[config.mk]
export PLATFORM = sky130hd
export DESIGN_NAME = fphub_mult_pipe_flat
export DESIGN_NICKNAME = d
export VERILOG_FILES = /design/src/rtl/fphub_mult_pipe_pkg.sv /design/src/rtl/fphub_mult_pipe_if.sv /design/src/rtl/fphub_sig_mul.sv /design/src/rtl/fphub_mult_pipe.sv /design/src/flat_wrapper.sv
export SDC_FILE = /design/constraint.sdc
export NUM_CORES = 2
export LEC_CHECK = 0
export ABC_AREA = 1
export CORE_MARGIN = 4
export CORE_UTILIZATION = 30
export CTS_BUF_LIST = sky130_fd_sc_hd__clkbuf_4
export CTS_CLUSTER_DIAMETER = 40
export CTS_CLUSTER_SIZE = 24
export DETAILED_ROUTE_END_ITERATION = 7
export PLACE_DENSITY_LB_ADDON = 0.15
export SLEW_MARGIN = 20
export SYNTH_ARGS = -nofsm -noshare
export SYNTH_HDL_FRONTEND = slang
export SYNTH_HIERARCHICAL = 1
export SYNTH_SLANG_ARGS = --single-unit
export TNS_END_PERCENT = 20
[constraint.sdc]
create_clock -name clk -period 6.6 [get_ports clk]
set_input_delay 1.65 -clock clk [delete_from_list [all_inputs] [get_ports clk]]
set_output_delay 1.65 -clock clk [all_outputs]
set_load 0.05 [all_outputs]
[src/rtl/fphub_mult_pipe_pkg.sv]
// Shared helpers for the HUB multiplier: exponent bias, field positions and flag layout.
package fphub_pkg;

  typedef struct packed {
    logic ovf;
    logic unf;
    logic special;
  } fphub_flags_t;

  // HUB formats use a bias of 2^(E-1), not the IEEE 2^(E-1)-1.
  function automatic int unsigned fphub_bias(input int unsigned e);
    return 32'd1 << (e - 32'd1);
  endfunction

  function automatic int unsigned fphub_sign_pos(input int unsigned m, input int unsigned e);
    return m + e;
  endfunction

  function automatic int unsigned fphub_exp_lsb(input int unsigned m);
    return m;
  endfunction

endpackage

[src/rtl/fphub_mult_pipe_if.sv]
// Operand/result handshake bundle for fphub_mult_pipe.
interface fphub_mult_pipe_if #(
  parameter int unsigned M     = 23,
  parameter int unsigned E     = 8,
  parameter int unsigned TAG_W = 4
);
  logic             in_valid;
  logic             in_ready;
  logic [E+M:0]     in_x;
  logic [E+M:0]     in_y;
  logic [TAG_W-1:0] in_tag;
  logic             out_valid;
  logic             out_ready;
  logic [E+M:0]     out_z;
  logic [TAG_W-1:0] out_tag;
  logic [2:0]       out_flags;

  modport master (
    output in_valid, in_x, in_y, in_tag, out_ready,
    input  in_ready, out_valid, out_z, out_tag, out_flags
  );

  modport slave (
    input  in_valid, in_x, in_y, in_tag, out_ready,
    output in_ready, out_valid, out_z, out_tag, out_flags
  );
endinterface

[src/rtl/fphub_sig_mul.sv]
// Unsigned combinational significand multiplier used by the S2 stage.
module fphub_sig_mul #(
  parameter int unsigned SW = 25
) (
  input  logic [SW-1:0]   a_i,
  input  logic [SW-1:0]   b_i,
  output logic [2*SW-1:0] p_o
);
  always_comb begin
    p_o = {{SW{1'b0}}, a_i} * {{SW{1'b0}}, b_i};
  end
endmodule

[src/rtl/fphub_mult_pipe.sv]
// Three-stage HUB floating-point multiplier: unpack/special detect, significand
// multiply, normalize/pack. A single advance signal stalls or shifts all stages.
module fphub_mult_pipe
  import fphub_pkg::*;
#(
  parameter int unsigned M     = 23,
  parameter int unsigned E     = 8,
  parameter int unsigned TAG_W = 4
) (
  input logic              clk,
  input logic              rst,
  fphub_mult_pipe_if.slave bus
);

  localparam int unsigned W        = E + M + 1;
  localparam int unsigned SW       = M + 2;
  localparam int unsigned PW       = 2 * SW;
  localparam int unsigned SIGN_POS = fphub_sign_pos(M, E);
  localparam int unsigned EXP_LSB  = fphub_exp_lsb(M);

  localparam logic signed [E+1:0] BIAS_S = (E+2)'(fphub_bias(E));
  localparam logic signed [E+1:0] EMAX_S = (E+2)'((32'd1 << E) - 32'd1);

  typedef struct packed {
    logic             sign;
    logic [E-1:0]     ex;
    logic [E-1:0]     ey;
    logic [M-1:0]     mx;
    logic [M-1:0]     my;
    logic             zero;
    logic             inf;
    logic [TAG_W-1:0] tag;
  } s1_t;

  typedef struct packed {
    logic               sign;
    logic signed [E+1:0] ez_base;
    logic [PW-1:0]      prod;
    logic               zero;
    logic               inf;
    logic [TAG_W-1:0]   tag;
  } s2_t;

  typedef struct packed {
    logic [W-1:0]     z;
    fphub_flags_t     flags;
    logic [TAG_W-1:0] tag;
  } s3_t;

  logic v1_q, v2_q, v3_q;
  s1_t  s1_q, s1_d;
  s2_t  s2_q, s2_d;
  s3_t  s3_q, s3_d;
  logic advance;

  logic [E-1:0]      in_ex, in_ey;
  logic [SW-1:0]     sig_x, sig_y;
  logic [PW-1:0]     prod;
  logic              norm;
  logic [M-1:0]      man;
  logic signed [E+1:0] ez;

  assign advance = ~v3_q | bus.out_ready;

  // S1: unpack and classify operands
  always_comb begin
    in_ex     = bus.in_x[EXP_LSB +: E];
    in_ey     = bus.in_y[EXP_LSB +: E];
    s1_d      = '0;
    s1_d.sign = bus.in_x[SIGN_POS] ^ bus.in_y[SIGN_POS];
    s1_d.ex   = in_ex;
    s1_d.ey   = in_ey;
    s1_d.mx   = bus.in_x[M-1:0];
    s1_d.my   = bus.in_y[M-1:0];
    s1_d.zero = (in_ex == '0) | (in_ey == '0);
    s1_d.inf  = (in_ex == '1) | (in_ey == '1);
    s1_d.tag  = bus.in_tag;
  end

  // S2: significand product with both implicit ones, plus unbiased exponent sum
  always_comb begin
    sig_x = {1'b1, s1_q.mx, 1'b1};
    sig_y = {1'b1, s1_q.my, 1'b1};
  end

  fphub_sig_mul #(.SW(SW)) u_sig_mul (
    .a_i (sig_x),
    .b_i (sig_y),
    .p_o (prod)
  );

  always_comb begin
    s2_d         = '0;
    s2_d.sign    = s1_q.sign;
    s2_d.ez_base = $signed({2'b00, s1_q.ex}) + $signed({2'b00, s1_q.ey}) - BIAS_S;
    s2_d.prod    = prod;
    s2_d.zero    = s1_q.zero;
    s2_d.inf     = s1_q.inf;
    s2_d.tag     = s1_q.tag;
  end

  // S3: normalize by at most one place; truncation is the HUB rounding
  always_comb begin
    norm = s2_q.prod[PW-1];
    man  = norm ? s2_q.prod[PW-2 -: M] : s2_q.prod[PW-3 -: M];
    ez   = s2_q.ez_base + $signed({{(E+1){1'b0}}, norm});

    s3_d     = '0;
    s3_d.tag = s2_q.tag;
    if (s2_q.zero) begin
      s3_d.flags.special = 1'b1;
    end else if (s2_q.inf) begin
      s3_d.z             = {s2_q.sign, {(W-1){1'b1}}};
      s3_d.flags.special = 1'b1;
    end else if (ez >= EMAX_S) begin
      s3_d.z         = {s2_q.sign, {(W-1){1'b1}}};
      s3_d.flags.ovf = 1'b1;
    end else if (ez <= $signed((E+2)'(0))) begin
      s3_d.flags.unf = 1'b1;
    end else begin
      s3_d.z = {s2_q.sign, ez[E-1:0], man};
    end
  end

  always_ff @(posedge clk) begin
    if (rst) begin
      v1_q <= 1'b0;
      v2_q <= 1'b0;
      v3_q <= 1'b0;
      s1_q <= '0;
      s2_q <= '0;
      s3_q <= '0;
    end else if (advance) begin
      v1_q <= bus.in_valid;
      v2_q <= v1_q;
      v3_q <= v2_q;
      s1_q <= s1_d;
      s2_q <= s2_d;
      s3_q <= s3_d;
    end
  end

  // Outputs are forced to their idle values for the whole reset cycle.
  always_comb begin
    bus.in_ready  = rst | advance;
    bus.out_valid = v3_q & ~rst;
    bus.out_z     = rst ? '0 : s3_q.z;
    bus.out_tag   = rst ? '0 : s3_q.tag;
    bus.out_flags = rst ? '0 : s3_q.flags;
  end

endmodule

[src/flat_wrapper.sv]
// flat-port wrapper written by rule: the top's interface ports become plain ports
module fphub_mult_pipe_flat import fphub_pkg::*;
#(
  parameter int unsigned M     = 23,
  parameter int unsigned E     = 8,
  parameter int unsigned TAG_W = 4
)
  (clk, rst, bus_in_valid, bus_in_x, bus_in_y, bus_in_tag, bus_out_ready, bus_in_ready, bus_out_valid, bus_out_z, bus_out_tag, bus_out_flags);
  fphub_mult_pipe_if #(.M(M), .E(E), .TAG_W(TAG_W)) bus_i ();
  input logic clk;
  input logic rst;
  input wire logic [$bits(bus_i.in_valid)-1:0] bus_in_valid;
  input wire logic [$bits(bus_i.in_x)-1:0] bus_in_x;
  input wire logic [$bits(bus_i.in_y)-1:0] bus_in_y;
  input wire logic [$bits(bus_i.in_tag)-1:0] bus_in_tag;
  input wire logic [$bits(bus_i.out_ready)-1:0] bus_out_ready;
  output wire logic [$bits(bus_i.in_ready)-1:0] bus_in_ready;
  output wire logic [$bits(bus_i.out_valid)-1:0] bus_out_valid;
  output wire logic [$bits(bus_i.out_z)-1:0] bus_out_z;
  output wire logic [$bits(bus_i.out_tag)-1:0] bus_out_tag;
  output wire logic [$bits(bus_i.out_flags)-1:0] bus_out_flags;
  assign bus_i.in_valid = bus_in_valid;
  assign bus_i.in_x = bus_in_x;
  assign bus_i.in_y = bus_in_y;
  assign bus_i.in_tag = bus_in_tag;
  assign bus_i.out_ready = bus_out_ready;
  assign bus_in_ready = bus_i.in_ready;
  assign bus_out_valid = bus_i.out_valid;
  assign bus_out_z = bus_i.out_z;
  assign bus_out_tag = bus_i.out_tag;
  assign bus_out_flags = bus_i.out_flags;
  fphub_mult_pipe #(.M(M), .E(E), .TAG_W(TAG_W)) u_core (.clk(clk), .rst(rst), .bus(bus_i));
endmodule
# == Yosys cells after proc, flatten, opt, wreduce, memory -nomap -nowiden ==
# Index checks and enable logic that the tools add are counted.
# totals
memories,0
ff_bits,178
ramBits,0
mem_bits_ro,0
word_cells,54
latch_bits,0
inputBits,72
# op_classes
multipliers,1
n_shift,0
n_eq_ne,2
div_mod_pow,0
muxes,14
n_reduce_logical,2
order_cmp,2
bitwise_logic,8
n_addsub,3
# ops
operator,count
32-bit two-way mux,4
25-bit by 25-bit multiplier with 50-bit output,1
34-bit two-way mux,1
23-bit two-way mux,1
"8-bit equality test, second input constant",2
8-bit zero test,2
10-bit by 2-bit adder with 10-bit output,1
"10-bit by 9-bit >= comparator with 1-bit output, second input constant",1
"10-bit by 1-bit less-or-equal comparator with 1-bit output, second input constant",1
"10-bit by 9-bit subtractor with 10-bit output, second input constant",1
8-bit by 8-bit adder with 9-bit output,1
1-bit two-way mux,5
4-bit two-way mux,1
1-bit OR,4
3-bit two-way mux,1
2-bit two-way mux,1
1-bit inverter,2
1-bit bitwise AND,1
1-bit XOR,1

# == Depth between registers and ports, before layout ==
# depth
depth_word,6
ltp_mapped,32
ltp_nobuf,30

# == By module ==
# The synthesis kept the hierarchy.
# by_module_without_submodules
module,seq_area_each_um2,n_inst,cells_each,area_per_inst_um2
fphub_sig_mul,0.0,1,3221,22725.5
fphub_mult_pipe,3062.9,1,965,6729.0

# == Worst setup path after synthesis ==
# Ideal clock, no wire load.
# synth_path
kind,register to register
startpoint,reg u_core/s1_q[9] in the netlist's numbering
endpoint,reg u_core/s2_q[54] in the netlist's numbering
arrival_ns,5.961
stages_incl_launch_ff,29
path_buffers,2
synth_period_minus_slack_ns,6.078
t_required_ns,6.483
setup_slack_ns,0.522
cell_sequence,dfxtp_1 clkbuf_1 clkbuf_1 nand2_1 fa_1 inv_1 fa_1 inv_1 fa_1 inv_1 fa_1 inv_1 fa_1 inv_1 fa_1 inv_1 fa_1 inv_1 ha_1 nand2_1 nor2_1 nand2_1 inv_1 nand2_1 nor2_1 nand2_1 nand4_1 nand2_1 a22o_1
# synth_between
elab_chain_cells,1
# synth_rtl
element,line,rtl
start: declaration,fphub_mult_pipe.sv:51,"s1_t s1_q, s1_d;"
start signal: assignment,fphub_mult_pipe.sv:130,s1_q <= '0;
start signal: assignment,fphub_mult_pipe.sv:137,s1_q <= s1_d;
25-bit by 25-bit multiplier with 50-bit output,fphub_sig_mul.sv:10,"p_o = {{SW{1'b0}}, a_i} * {{SW{1'b0}}, b_i};"
via u_core.prod[48],fphub_mult_pipe.sv:58,logic [PW-1:0] prod;
end signal: assignment,fphub_mult_pipe.sv:131,s2_q <= '0;
end signal: assignment,fphub_mult_pipe.sv:138,s2_q <= s2_d;
end: declaration,fphub_mult_pipe.sv:52,"s2_t s2_q, s2_d;"
# The timed path passes the listed nets, and every way through them passes these cells.
# A chain may end at the register's enable or synchronous reset.

# == Worst setup path after layout ==
# layout_path
startpoint,reg u_core/s1_q[11] in the netlist's numbering
endpoint,reg u_core/s2_q[32] in the netlist's numbering
# The elaborated chain is that of the path after synthesis.

==> reports/results.ini <==
[die]
ios=113
die-height_um=320
dieArea_um2=103000
placementRows=114
initial_utilization_pct=30.3
fp.dieW_um=320
core_area_um2=96700

[final_layout]
syn_to_final_growth_pct=12.3
nets=5009
drive_above_1_share_pct=6.14
final_cells=5498
final_core_util_pct=34.0

[timing]
fin_skew_ns=0.0342
period_minus_slack_ns=6.32
rsz0062_at_grt=true
setup_viol=0
relSlewSlack_pct=28.0
timing.final.crit_share_pct=95.7
report.final.slew_viol_count=0
setup_ws_ns=0.281
timing.fmax_mhz=158
hold_viol=0
tightestPinTransition_ns=1.08

[placed_design]
pre_cts_ws_ns=0.0554
place.gp.congestion=0.866
place_inst=5462
hpwl_mm=73.8
io_buffer_count=112

[yosys]
syn-cell-area_um2=29300
ys_warn_count=6
avgSynthCellArea_um2=7.03
netlist_instances=4162

[drt]
drt_first_pass_iters=6
ant_nets=0
vias=23500
drc=0
routed_via_density=4.28
drt_iter0_drc=1196
drt_wl_total_mm=87.5
wire_per_inst_um=15.9

[critical_path]
worstPathMaxFanout=14
path_class=flop to flop
worstPathRequired_ns=7.18
rr_worst_depth=25
crit_arrival_ns=6.90
crit_path_end_kind=flop
setup.worst_path.start_class=flop

[power_and_ir_drop]
leakagePower_nw=19.2
vdd_ir_drop_max_mv=0.291
power.density_nw_per_um2=279

[global_route]
grt_pass1_vias=24900
grt_max_degree=69
antenna_found_initial=2
grt_pass1_wl_mm=142
grtUsageTotal_pct=17.5
grt_overflow=0

[hold_path]
holdCritPathClass=flop to flop
min_path_cells=2

[clock_network]
htreeDepth=4
cts.sink_count=153
cts_made_buffers=17
clockBufferDepth=2
cts_tree=yes
clkLatencyLatePin_ns=0.68
clock-root-buffer=clkbuf_4
path_clk_slew_ns=0.16
holdBufCountCts=0

[run_status]
outcome=completed

[run]
max_cap_viol_count=0

==> layout make-up <==
type                            instances  area, um^2
Tap cell                             1276        1600
Clock inverter                         15         194
Sequential cell                       153        3100
Antenna cell                            1        2.50
Multi-Input combinational cell       2568       20800
Clock buffer                           17         128
Fill cell                           10600       63900
Inverter                             1235        4640
Timing Repair Buffer                  233        2370
==> cell usage in the layout (no fill, tap or decap), types with 3 or more instances in the layout <==
cell,count
o21bai_1,6
dfxtp_2,15
clkinv_8,7
xor2_1,7
ha_1,200
nand2_1,1201
dfxtp_4,6
fa_1,527
inv_1,1228
nand2_2,23
clkdlybuf4s50_1,110
o21ai_0,126
nor4_1,4
nor2_1,219
a21oi_1,43
nor2_2,32
nand4_1,17
conb_1,4
dfxtp_1,132
xnor2_1,3
nor3_1,4
inv_8,4
nand3_2,8
nor2_4,5
inv_2,6
buf_4,93
a22o_1,7
nand3_1,109
o22ai_1,8
buf_12,24
clkbuf_4,17
==> critical path: stages, from the launching register on <==
cell and delay [ns]:
dfxtp_1 0.38, buf_12 0.16, buf_6 0.19, nand2_1 0.07, inv_1 0.07, fa_1 0.41
inv_1 0.09, fa_1 0.47, fa_1 0.55, inv_1 0.05, fa_1 0.50, inv_1 0.05
fa_1 0.64, fa_1 0.47, fa_1 0.50, inv_1 0.04, ha_1 0.30, nand2_1 0.14
nor2_1 0.21, nand2_1 0.09, nor2_1 0.11, nand2_1 0.08, nand3_2 0.11, xor2_1 0.36
nand2_1 0.09, o21ai_0 0.10
==> path summary, 6_finish.rpt <==
path / end / start / slack, ns
max: u_core/s2_q[32] / u_core/s1_q[11] / 0.28
max reg2reg: u_core/s2_q[32] / u_core/s1_q[11] / 0.28
min reg2reg: u_core/s3_q[0] / u_core/s2_q[0] / 0.46
min: u_core/s3_q[0] / u_core/s2_q[0] / 0.46
==> routing by layer <==
layer  track usage [%]  vias up  part of all wire (%)
li1                  -    11800                     -
met1              24.9    11400                    49
met2              29.9      277                    48
met3              1.48       38                   2.4
met4              1.93        0                  0.93
met5                 0        -                     0
==> flip-flops by register name (all words and copies together), names as in the netlist <==
| signal | count |
|---|---|
| u_core/s1_q | 69 |
| u_core/s2_q | 41 |
| u_core/s3_q | 39 |
| u_core/norm | 1 |
| u_core/v1_q | 1 |
| u_core/v2_q | 1 |
| u_core/v3_q | 1 |
==> stage by stage <==
stage          TNS (ns)  area (um^2)  total power [W]  hold WS [ns]
6_report              0        32800          0.00915         0.462
3_3_place_gp          0        32400          0.00846         0.441
5_1_grt        -0.00851        32800           0.0102         0.494
3_5_place_dp          0        32400          0.00838         0.441
2_1_floorplan         0        29300          0.00562         0.429
4_1_cts               0        32700          0.00916         0.464
==> repair_timing <==
action                     4_1_cts  5_1_grt
resized for setup                5       39
cloned                           0        2
pin swaps                        0        1
setup buffers                    0        1
setup endpoints to repair        2       25
==> power by group <==
part | internal (W) | switching, W
logic | 0.00269 | 0.00466
clock network | 0.000183 | 0.000468
registers | 0.00106 | 0.0000887
total | 0.00393 | 0.00522
No activity file was read; power rests on OpenSTA's default activity.
